`config.mk`:
```
export PLATFORM = sky130hd
export DESIGN_NAME = uart_tx_8n1
export DESIGN_NICKNAME = d
export VERILOG_FILES = /design/src/rtl/uart_tx_8n1_pkg.sv /design/src/rtl/uart_baud_gen.sv /design/src/rtl/uart_tx_8n1.sv
export SDC_FILE = /design/constraint.sdc
export NUM_CORES = 1
export LEC_CHECK = 0
export CORE_ASPECT_RATIO = 1.25
export CORE_MARGIN = 2
export CORE_UTILIZATION = 58
export DETAILED_ROUTE_END_ITERATION = 16
export PLACE_DENSITY = 0.84
export SYNTH_ARGS = -nofsm -noshare
export SYNTH_HDL_FRONTEND = slang
export SYNTH_SLANG_ARGS = --single-unit
```
`constraint.sdc`:
```
create_clock -name clk -period 2.3 [get_ports clk]
set_clock_uncertainty 0.15 [all_clocks]
set_input_delay 0.46 -clock clk [delete_from_list [all_inputs] [get_ports clk]]
set_output_delay 0.46 -clock clk [all_outputs]
set_load 0.1 [all_outputs]
```
`src/rtl/uart_tx_8n1_pkg.sv`:
```
// Shared UART definitions: FSM state encodings (common with the receiver),
// the 100 MHz / 9600 baud divisor, the data width and an even-parity helper.
package uart_tx_8n1_pkg;

  localparam int UART_BAUD_100M_9600 = 10417;
  localparam int UART_DATA_BITS      = 8;

  typedef enum logic [2:0] {
    ST_IDLE  = 3'd0,
    ST_START = 3'd1,
    ST_DATA  = 3'd2,
    ST_PAR   = 3'd3,
    ST_STOP  = 3'd4
  } uart_state_t;

  function automatic logic even_parity(input logic [UART_DATA_BITS-1:0] d);
    return ^d;
  endfunction

endpackage

```
`src/rtl/uart_baud_gen.sv`:
```
// Bit-period counter: counts while enabled, one-cycle tick at terminal count,
// held at zero whenever the enable is low. Shared by the transmitter and receiver.
module uart_baud_gen #(
  parameter int CLKS_PER_BIT = 16
) (
  input  logic clk,
  input  logic rst,
  input  logic en,
  output logic tick
);

  localparam int CNT_W = (CLKS_PER_BIT > 1) ? $clog2(CLKS_PER_BIT) : 1;
  localparam logic [CNT_W-1:0] TC = CNT_W'(CLKS_PER_BIT - 1);

  logic [CNT_W-1:0] cnt;

  always_ff @(posedge clk or negedge rst) begin
    if (!rst) begin
      cnt <= '0;
    end else if (!en) begin
      cnt <= '0;
    end else if (cnt == TC) begin
      cnt <= '0;
    end else begin
      cnt <= cnt + 1'b1;
    end
  end

  assign tick = en && (cnt == TC);

endmodule

```
`src/rtl/uart_tx_8n1.sv`:
```
// UART transmitter, LSB first, 1 start / 8 data / STOP_BITS stop bits, with a
// one-byte holding register for gap-free frames. Define UART_PARITY_EN for an even parity bit.
module uart_tx_8n1
  import uart_tx_8n1_pkg::*;
#(
  parameter int CLKS_PER_BIT = UART_BAUD_100M_9600,
  parameter int STOP_BITS    = 1
) (
  input  logic       clk,
  input  logic       rst,
  input  logic [7:0] data_in,
  input  logic       start,
  output logic       ready,
  output logic       busy,
  output logic       done,
  output logic       tx
);

  localparam logic LAST_STOP = (STOP_BITS == 2);

  uart_state_t state, state_d;
  logic [UART_DATA_BITS-1:0] shreg, shreg_d;
  logic [UART_DATA_BITS-1:0] hold, hold_d;
  logic [UART_DATA_BITS-1:0] load_byte;
  logic       hold_full, hold_full_d;
  logic [2:0] bit_idx, bit_d;
  logic       stop_cnt, stop_d;
  logic       tx_q, tx_d;
  logic       baud_en, tick;
  logic       frame_end, load_hold, accept, direct, load_en;
`ifdef UART_PARITY_EN
  logic       parity, parity_d;
`endif

  assign baud_en = (state != ST_IDLE);

  uart_baud_gen #(
    .CLKS_PER_BIT(CLKS_PER_BIT)
  ) u_baud (
    .clk (clk),
    .rst (rst),
    .en  (baud_en),
    .tick(tick)
  );

  // An emptying holding register frees its slot on the very same edge,
  // so a start arriving then is taken even though ready reads 0.
  assign frame_end = (state == ST_STOP) && tick && (stop_cnt == LAST_STOP);
  assign load_hold = frame_end && hold_full;
  assign accept    = start && (!hold_full || load_hold);
  assign direct    = accept && ((state == ST_IDLE) || (frame_end && !hold_full));

  always_comb begin
    state_d     = state;
    shreg_d     = shreg;
    hold_d      = hold;
    hold_full_d = hold_full;
    bit_d       = bit_idx;
    stop_d      = stop_cnt;
    tx_d        = tx_q;
    load_en     = 1'b0;
    load_byte   = data_in;
`ifdef UART_PARITY_EN
    parity_d    = parity;
`endif

    case (state)
      ST_IDLE: begin
        if (accept) begin
          load_en = 1'b1;
        end
      end
      ST_START: begin
        if (tick) begin
          state_d = ST_DATA;
          tx_d    = shreg[0];
        end
      end
      ST_DATA: begin
        if (tick) begin
          bit_d = bit_idx + 3'd1;
          if (bit_idx == 3'd7) begin
            stop_d = 1'b0;
`ifdef UART_PARITY_EN
            state_d = ST_PAR;
            tx_d    = parity;
`else
            state_d = ST_STOP;
            tx_d    = 1'b1;
`endif
          end else begin
            shreg_d = shreg >> 1;
            tx_d    = shreg[1];
          end
        end
      end
`ifdef UART_PARITY_EN
      ST_PAR: begin
        if (tick) begin
          state_d = ST_STOP;
          stop_d  = 1'b0;
          tx_d    = 1'b1;
        end
      end
`endif
      ST_STOP: begin
        if (tick) begin
          if (stop_cnt == LAST_STOP) begin
            if (hold_full) begin
              load_en     = 1'b1;
              load_byte   = hold;
              hold_full_d = 1'b0;
            end else if (accept) begin
              load_en = 1'b1;
            end else begin
              state_d = ST_IDLE;
              tx_d    = 1'b1;
            end
          end else begin
            stop_d = 1'b1;
          end
        end
      end
      default: begin
        state_d = ST_IDLE;
        tx_d    = 1'b1;
      end
    endcase

    if (load_en) begin
      state_d = ST_START;
      shreg_d = load_byte;
      bit_d   = 3'd0;
      tx_d    = 1'b0;
`ifdef UART_PARITY_EN
      parity_d = even_parity(load_byte);
`endif
    end

    // Any accepted byte not going straight to the shifter lands in the holding register.
    if (accept && !direct) begin
      hold_d      = data_in;
      hold_full_d = 1'b1;
    end
  end

  always_ff @(posedge clk or negedge rst) begin
    if (!rst) begin
      state     <= ST_IDLE;
      shreg     <= '0;
      hold      <= '0;
      hold_full <= 1'b0;
      bit_idx   <= 3'd0;
      stop_cnt  <= 1'b0;
      tx_q      <= 1'b1;
`ifdef UART_PARITY_EN
      parity    <= 1'b0;
`endif
    end else begin
      state     <= state_d;
      shreg     <= shreg_d;
      hold      <= hold_d;
      hold_full <= hold_full_d;
      bit_idx   <= bit_d;
      stop_cnt  <= stop_d;
      tx_q      <= tx_d;
`ifdef UART_PARITY_EN
      parity    <= parity_d;
`endif
    end
  end

  assign ready = !hold_full;
  assign busy  = baud_en;
  assign done  = frame_end;
  assign tx    = tx_q;

endmodule
```
==> impl_metrics.ini, run 1 <==
[cells_and_area]
diodes = 0
fin_cells = 257
utilization = 0.7153
area_growth_pct = 21.03
finalNetCount = 232
drive_gt1_frac = 0.2248

[synthesis]
ys_types = 37
synthXorXnorAreaFrac = 0.05628
ys_top_cells_by_count = 37 x dfrtp_1, 29 x nor2_1, 25 x mux2i_1, 10 x nand2_1
synth_top_family_by_area = simple AND/OR/NAND/NOR gates
synthArstFlopShare = 1.000
syn-num-nets = 205
synth_ff_type = dfrtp_1
yosys.area.top_type = dfrtp_1
yosys-top-cells-area = dfrtp_1 46%, mux2i_1 12%, nor2_1 5.4%
postSynthCellCount = 190
yosysSeqAreaShare = 0.4706
ys_warn_count = 0
synthSimpleGateAreaFrac = 0.1954
synth_edf_count = 0
yosysMostFrequentCell = dfrtp_1
synthMuxAreaShare = 0.1682
synthDominantCellAreaShare = 0.4576
synth_compound_area_frac = 0.05009
synth.avg_cell_area_um2 = 10.65
ys_seq_elements = 38
synth_fa_ha_area_frac = 0.02474
netlist_area_um2 = 2023

[clock_network]
clk_latency_ns = 0.29
cts.sinks = 38
holdBufCountCts = 0
htree_levels = 2
clockBufferDepth = 2
cts_tree = done
numCtsBuffers = 5
cts_root_buffer = clkbuf_8
path_clk_slew_ns = 0.07

[timing]
maxSlewViolCount = 0
slew_headroom = 0.6903
rsz0062_at_grt = true
tightest_slew_ns = 0.4646
worst_slack_ns = -0.03615
hold_viol = 0
finalCritPeriodShare = 1.016
setup-violations-final = 1
period_minus_slack_ns = 2.336
fmax_ghz = 0.4281
final.setup.tns_ns = -0.03615

[min_path]
hold_class = reg2reg

[power]
swShare = 0.2172
powerDensity_nw_per_um2 = 502.1
total_leakage_power_nw = 1.190
clkPwrFrac = 0.384
intPower_uw = 962.4
p_sw_uw = 267.1
p_seq_frac = 0.566
pwr-share-comb = 0.049
vdd_ir_drop_max_uv = 377.0

[floorplanning]
start_util = 0.5910
die_height_um = 70.04
fp.dieW_um = 56.83
die_area_um2 = 3980
rows = 24
core_area_um2 = 3423
ios = 15

[run_status]
violations = setup timing
status = complete, but fails checks

[placement]
dpl.cell_count = 245
gp_congestion = 0.7971
io_buffer_count = 14
dp_hpwl_mm = 2.893
dp_slack_ns = -0.05997

[global_route]
grt_pass1_vias = 1562
grtUsageTotal = 0.2341
grt_max_degree = 39
grt_pass1_wl_mm = 7.100
grt_overflow_total = 0
antenna_found_initial = 0

[detailed_routing]
wl_per_cell_um = 16.31
ant_nets = 0
drt_iter0_drc = 27
vias_per_cell = 5.763
via_count = 1481
first_pass_iters = 4
drt-total-wl_mm = 4.191
drc = 0

[setup_path]
endpoint_kind = primary output
crit_type = reg2out
arrival_ns = 1.73
required_ns = 1.69
start_kind = register
critPathMaxFanout = 2

[run]
maxCapViolations = 0
critical path, cell delays in order, from the launching register on:
cell	delay [ns]
dfrtp_1	0.38
inv_1	0.06
ha_2	0.17
and4b_1	0.21
and4_4	0.25
nand3_4	0.09
clkinvlp_4	0.10
buf_12	0.17
per-stage QoR:
stage          instance area [um^2]  power, mW  hold WS [ns]
2_1_floorplan                  2027     0.7286       0.01441
3_3_place_gp                   2283     0.7654        0.3356
3_5_place_dp                   2283     0.7715        0.3448
4_1_cts                        2420      1.238        0.3608
5_1_grt                        2449      1.276        0.3816
6_report                       2449      1.229        0.3559
routing by layer:
metal,global-route usage,vias to the layer above,share of wire
met2,0.4264,16,0.56
li1,-,711,-
met4,0.09561,0,0.018
met5,0,-,0
met3,0.05556,8,0.029
met1,0.2558,746,0.40
power by group through the flow:
stage	sequential (mW)	combinational [mW]	clock, mW
2_1_floorplan	0.706	0.0227	0
3_3_place_gp	0.707	0.0580	0
3_5_place_dp	0.709	0.0622	0
4_1_cts	0.697	0.0628	0.478
5_1_grt	0.698	0.0685	0.509
6_report	0.696	0.0608	0.472
placed cells by master, fill, tap and decap left out, types with 4 or more instances in the layout:
cell	netlist	final
dfrtp_1	37	37
nor2_1	29	29
mux2i_1	25	24
buf_4	0	13
nand2_1	10	10
clkdlybuf4s50_1	0	10
mux2_2	8	8
a21oi_1	8	8
nand3_1	8	7
xor2_1	7	7
xnor2_1	6	6
clkbuf_8	0	6
inv_1	6	5
buf_12	0	5
nor3_1	4	4
flip-flops by register name (all words and copies together) (netlist names):
name and flops:
u_baud.cnt 14, hold 8, shreg 8, bit_idx 3, state 3, hold_full 1
tx 1
cells by family after synthesis:
logic type / after synthesis
fa+ha+maj: 4
compound gates: 15
simple gates: 73
buf+inv: 14
xor+xnor: 13
mux: 33
flops: 38
timing repair:
action,in CTS,in global routing
buffers inserted,3,1
hold endpoints to repair,0,0
resized for setup,5,3
pin swaps,0,1
setup endpoints to repair,5,17
cell type report:
class	instances	area [um^2]
tap	39	48.80
multi-input combinational	138	1032
fill	255	974.7
timing repair buffer	28	297.8
clock buffer	7	86.33
inverter	6	26.28
clock inverter	1	5.005
sequential	38	952.2
path summary, 6_finish.rpt:
kind,start,end,slack [ns],cells after the start
max in group asynchronous,rst,tx,1.21,2
hold reg to reg,hold[0],hold[0],0.36,1
setup reg to reg,u_baud.cnt[0],hold[6],0.06,9
setup / recovery,u_baud.cnt[0],done,-0.04,7
hold / removal,hold[0],hold[0],0.36,1
min in group asynchronous,rst,u_baud.cnt[8],0.43,2
No activity file was read; power rests on OpenSTA's default activity.
==> run 2, diff against run 1 <==
--- a/config.mk
+++ b/config.mk
@@ -8,6 +8,7 @@
 export CORE_ASPECT_RATIO = 1.25
 export CORE_MARGIN = 2
 export CORE_UTILIZATION = 58
+export CTS_CLUSTER_DIAMETER = 150
 export DETAILED_ROUTE_END_ITERATION = 16
 export PLACE_DENSITY = 0.84
 export SYNTH_ARGS = -nofsm -noshare
==> constraint.sdc (replaced) <==
create_clock -name clk -period 2.3 [get_ports clk]
set_clock_uncertainty 0.15 [all_clocks]
set_input_delay 0.46 -clock clk [delete_from_list [all_inputs] [get_ports clk]]
set_output_delay 0.46 -clock clk [all_outputs]
set_load 0.005 [all_outputs]
==> run 2 against run 1 <==
  * The run still ends with setup timing left
  * Combinational power increased by 3%
  * Die area unchanged
  * Non-clock buffer count increased by 4
  * Critical path depth grew 2
  * Core utilization rose by 1.1 points
  * Register-to-register slack got worse by 0.07 ns
  * Via count grew 1.1%
  * Final area is 1.6% higher
  * Total power is 7.1% higher
  * Sequential cell count unchanged
  * Fmax increased by 1.0%
  * Clock power rose by 18%
  * Largest cell class unchanged
==> impl_metrics.ini, run 2 (synthesis results as in run 1) <==
[floorplanning]
core_area_um2 = 3423
die_height_um = 70.04
rows = 24
start_util = 0.5910
ios = 15
fp.dieW_um = 56.83
die_area_um2 = 3980

[power]
vdd_ir_drop_max_uv = 425.1
total_leakage_power_nw = 1.209
p_sw_uw = 275.6
swShare = 0.2093
intPower_mw = 1.041
p_total_mw = 1.317
clkPwrFrac = 0.424
pwr-share-comb = 0.048
p_seq_frac = 0.529
powerDensity_nw_per_um2 = 529.5

[clock_network]
cts.sinks = 38
htree_levels = 2
clockBufferDepth = 2
cts_root_buffer = clkbuf_8
cts_tree = done
clk_latency_ns = 0.30
numCtsBuffers = 5
path_clk_slew_ns = 0.08

[run]
maxCapViolations = 0

[timing]
worst_slack_ns = -0.01286
rsz0062_at_grt = true
setup-violations-final = 2
hold_viol = 0
fmax_ghz = 0.4324
slew_headroom = 0.6870
period_minus_slack_ns = 2.313
maxSlewViolCount = 0
tightest_slew_ns = 0.4695
finalCritPeriodShare = 1.006
final.setup.tns_ns = -0.02259

[min_path]
hold_class = reg2reg
worstHoldStart = hold[0]
hold_depth = 1
whs_endpoint = hold[0]

[global_route]
grt_pass1_wl_mm = 7.107
grt_max_degree = 39
grt_pass1_vias = 1630
antenna_found_initial = 0
grt_overflow_total = 0
grtUsageTotal = 0.2326

[run_status]
violations = setup timing
status = complete, but fails checks

[placement]
gp_congestion = 0.8816
io_buffer_count = 14
dp_hpwl_mm = 2.822

[setup_path]
start_kind = register
worstReg2RegEnd = hold[1]
r2r_setup_slack_ns = -0.01
reg2reg_from = u_baud.cnt[0]
arrival_ns = 2.34
endpoint_kind = register
critPathMaxFanout = 8
reg2reg_depth = 9
required_ns = 2.33
crit_type = reg2reg

[cells_and_area]
diodes = 0
utilization = 0.7266
regArea_um2 = 953.4
largest_register_ffs = 14
most-common-layout-cells = 36 x dfrtp_1, 29 x nor2_1, 23 x mux2i_1
multi_input_area_um2 = 1064
drive_gt1_frac = 0.2432
top_regs = u_baud.cnt (14), hold (8), shreg (8)
regMostFlops = u_baud.cnt
fill_cells = 245
area_growth_pct = 22.94
finalNetCount = 236
layout_commonest_cell = dfrtp_1

[detailed_routing]
drc = 0
vias_per_cell = 5.736
via_count = 1497
drt-total-wl_mm = 4.101
first_pass_iters = 5
ant_nets = 0
wl_per_cell_um = 15.71
drt_iter0_drc = 54
## run 2: changes by cell type in the layout (fill, tap and decap cells not counted), sizes merged
| cell | before | now |
|---|---|---|
| bufinv | 0 | 1 |
| clkinvlp | 1 | 0 |
| inv | 5 | 6 |
| clkinv | 1 | 2 |
| clkbuf | 7 | 5 |
| clkdlybuf4s50 | 10 | 13 |
| buf | 18 | 19 |
## run 2: worst max path at each step
stage	from	endpoint	slack (ns)	cells past startpoint
6_report	u_baud.cnt[0]	hold[1]	-0.01	9
5_1_grt	u_baud.cnt[0]	hold[5]	-0.07	9
4_1_cts	u_baud.cnt[0]	done	-0.02	7
3_5_place_dp	u_baud.cnt[0]	done	0.004	7
3_3_place_gp	u_baud.cnt[0]	done	0.04	7
2_1_floorplan	u_baud.cnt[0]	hold[0]	0.22	8
## run 2: worst max-delay path, stage by stage, from the launching register on
cell,delay (ns)
dfrtp_1,0.39
inv_1,0.07
ha_2,0.18
and4b_1,0.25
and4_4,0.27
buf_6,0.13
mux2i_4,0.25
o21ai_4,0.08
buf_12,0.14
mux2_4,0.30
## run 2: power groups by stage
stage | logic, mW | clock network [mW] | registers, mW
final | 0.0627 | 0.558 | 0.696
after global routing | 0.0704 | 0.588 | 0.699
after CTS | 0.0643 | 0.564 | 0.696
after detailed placement | 0.0624 | 0 | 0.709
after global placement | 0.0584 | 0 | 0.707
after floorplan | 0.0227 | 0 | 0.706
## run 2: through the flow
stage | hold WS (ns) | area (um^2) | worst slack, ns | instances
global route | 0.3679 | 2487 | -0.07324 | 261
floorplan | 0.01441 | 2023 | 0.2193 | 190
global placement | 0.3340 | 2247 | 0.04432 | 246
CTS | 0.3605 | 2435 | -0.01584 | 259
detailed placement | 0.3445 | 2247 | 0.004204 | 246
finish | 0.3589 | 2487 | -0.01286 | 261
## run 2: final cells by class
type | instances | share of cell area
clock buffer | 5 | 0.02767
clock inverter | 3 | 0.01610
inverter | 6 | 0.009054
multi-input combinational | 138 | 0.4276
sequential | 38 | 0.3833
tap | 39 | 0.01962
timing repair buffer | 32 | 0.1167
## run 2: what timing repair did
action	in CTS	in global routing
pin swaps	1	4
hold buffers	0	0
endpoints found under the setup margin	1	18
buffers inserted	6	2
gates resized for setup	9	14
## run 2: metal layers
metal,GRT usage,routed length [um],part of all wire,vias to the layer above
met5,0,0,0,-
met4,0.1059,101,0.025,0
met3,0.05926,149,0.036,11
met2,0.4121,2175,0.53,37
met1,0.2571,1674,0.41,727
li1,-,-,-,722
==> run 3, diff against run 2 <==
--- a/config.mk
+++ b/config.mk
@@ -10,7 +10,7 @@
 export CORE_UTILIZATION = 58
 export CTS_CLUSTER_DIAMETER = 150
 export DETAILED_ROUTE_END_ITERATION = 16
-export PLACE_DENSITY = 0.84
+export PLACE_DENSITY = 0.8
 export SYNTH_ARGS = -nofsm -noshare
 export SYNTH_HDL_FRONTEND = slang
 export SYNTH_SLANG_ARGS = --single-unit
==> constraint.sdc (replaced) <==
create_clock -name clk -period 2.5 [get_ports clk]
set_clock_uncertainty 0.15 [all_clocks]
set_input_delay 0.5 -clock clk [delete_from_list [all_inputs] [get_ports clk]]
set_output_delay 0.5 -clock clk [all_outputs]
set_load 0.005 [all_outputs]
==> run 3 against run 2 <==
  * The flow now finishes without violations
  * Worst setup slack better by 0.13 ns
  * Final area down 6.0%
  * Core utilization down 4.3 points
  * Critical endpoint is now done
==> impl_metrics.ini, run 3 (synthesis results as in run 1) <==
[run_status]
status = finished, final reports clean

[clock_network]
holdBufCountCts = 0
clk_latency_ns = 0.30
cts_tree = done
numCtsBuffers = 5
cts_root_buffer = clkbuf_8
htree_levels = 2
clockBufferDepth = 2
cts.sinks = 38
path_clk_slew_ns = 0.08

[detailed_routing]
drt-total-wl_mm = 3.763
wl_per_cell_um = 15.05
first_pass_iters = 4
drt_iter0_drc = 39
drc = 0
ant_nets = 0
via_count = 1439
vias_per_cell = 5.756

[floorplanning]
core_area_um2 = 3423
fp.dieW_um = 56.83
ios = 15
start_util = 0.5910
die_height_um = 70.04
die_area_um2 = 3980
rows = 24

[setup_path]
setup.worst_path.start = u_baud.cnt[0]
worstReg2RegEnd = shreg[1]
arrival_ns = 1.73
reg2reg_depth = 5
endpoint_kind = primary output
r2r_setup_slack_ns = 0.18
crit_type = reg2out
crit_chain = inv_1, ha_1, and4b_1, and4_4, nand3_2, inv_1, dlygate4sd2_1
start_kind = register
slowest_delay_ns = 0.39
required_ns = 1.85
crit_family = simple AND/OR/NAND/NOR gates
cp_num_buf_inv = 3
slowest_stage = dfrtp_1
reg2reg_from = u_baud.cnt[8]
critPathMaxFanout = 2
crit_top_cell = inv_1

[global_route]
grtUsageTotal = 0.2171
grt_overflow_total = 0
grt_pass1_vias = 1538
grt_pass1_wl_mm = 6.624
antenna_found_initial = 0
grt_max_degree = 39

[timing]
slew_headroom = 0.5824
maxSlewViolCount = 0
final.setup.tns_ns = 0
rsz0062_at_grt = false
finalCritPeriodShare = 0.9526
hold_viol = 0
period_minus_slack_ns = 2.381
setup-violations-final = 0
tightest_slew_ns = 0.6217
fmax_ghz = 0.4199

[power]
powerDensity_nw_per_um2 = 521.6
vdd_ir_drop_max_uv = 561.5
total_leakage_power_nw = 1.140
p_total_mw = 1.220

[cells_and_area]
diodes = 0
area_growth_pct = 15.58
layout_commonest_cell = dfrtp_1
largest_register_ffs = 14
drive_gt1_frac = 0.1611
top_regs = u_baud.cnt (14), hold (8), shreg (8)
regMostFlops = u_baud.cnt
finalNetCount = 225
most-common-layout-cells = 36 x dfrtp_1, 29 x nor2_1, 25 x mux2i_1

[placement]
dp_hpwl_mm = 2.784
io_buffer_count = 14
gp_congestion = 0.8286

[min_path]
worstHoldStart = hold[2]
hold_class = reg2reg
whs_endpoint = hold[2]
hold_depth = 1

[run]
maxCapViolations = 0
-- run 3: cell types whose count changed in the layout (fill, tap and decap cells not counted), moves of 2 or more --
cell / previous run / this run
clkinvlp_4: 0 / 2
buf_4: 15 / 7
mux2_2: 6 / 8
clkinv_2: 2 / 0
mux2_4: 2 / 0
buf_6: 2 / 0
mux2i_1: 23 / 25
-- run 3: power breakdown --
part / leakage (nW) / switching [mW] / total [mW] / internal, mW
clock: 0.0504 / 0.229 / 0.526 / 0.297
sequential: 0.462 / 0.00844 / 0.640 / 0.631
combinational: 0.628 / 0.0240 / 0.0545 / 0.0305
total: 1.14 / 0.261 / 1.22 / 0.958
-- run 3: metrics by stage --
| stage | hold slack [ns] | util | cells | worst slack, ns | instance area, um^2 |
|---|---|---|---|---|---|
| final | 0.3605 | 0.6831 | 250 | 0.1186 | 2338 |
| after global routing | 0.3777 | 0.6831 | 250 | 0.01415 | 2338 |
| after CTS | 0.3626 | 0.6809 | 250 | 0.08819 | 2331 |
| after detailed placement | 0.3426 | 0.6411 | 239 | 0.1074 | 2195 |
| after global placement | 0.3332 | 0.6411 | 239 | 0.1646 | 2195 |
| after floorplan | 0.05441 | - | 190 | 0.4193 | 2023 |
-- run 3: area by class of cell --
class | count | area, um^2
tap | 39 | 48.80
sequential | 38 | 953.4
inverter | 6 | 22.52
fill | 257 | 1085
timing repair buffer | 21 | 191.4
multi-input combinational | 138 | 1008
clock inverter | 3 | 45.04
clock buffer | 5 | 68.82
-- run 3: worst max path at each step --
stage | endpoint | slack [ns] | cells past startpoint
floorplan | hold[0] | 0.42 | 8
global placement | done | 0.16 | 7
detailed placement | done | 0.11 | 7
CTS | done | 0.09 | 7
global route | done | 0.01 | 7
finish | done | 0.12 | 7
-- run 3: worst reg2reg max path, cell delays in order (launching register included) --
cell      delay [ns]
dfrtp_1         0.47
and4bb_2        0.34
nand4_2         0.13
or4_1           0.72
mux2i_1         0.28
mux2i_1         0.10
-- run 3: per-layer routing --
metal	GRT usage	wire (um)	vias up
met5	0	0	-
met1	0.2349	1548	711
met4	0.1085	92	0
met3	0.05556	97	10
met2	0.3850	2024	20
li1	-	-	698
-- run 3: timing repair --
action                                  4_1_cts  5_1_grt
pin swaps                                     0        0
endpoints found under the setup margin        1        1
buffers inserted                              3        0
gates resized for setup                       2        2
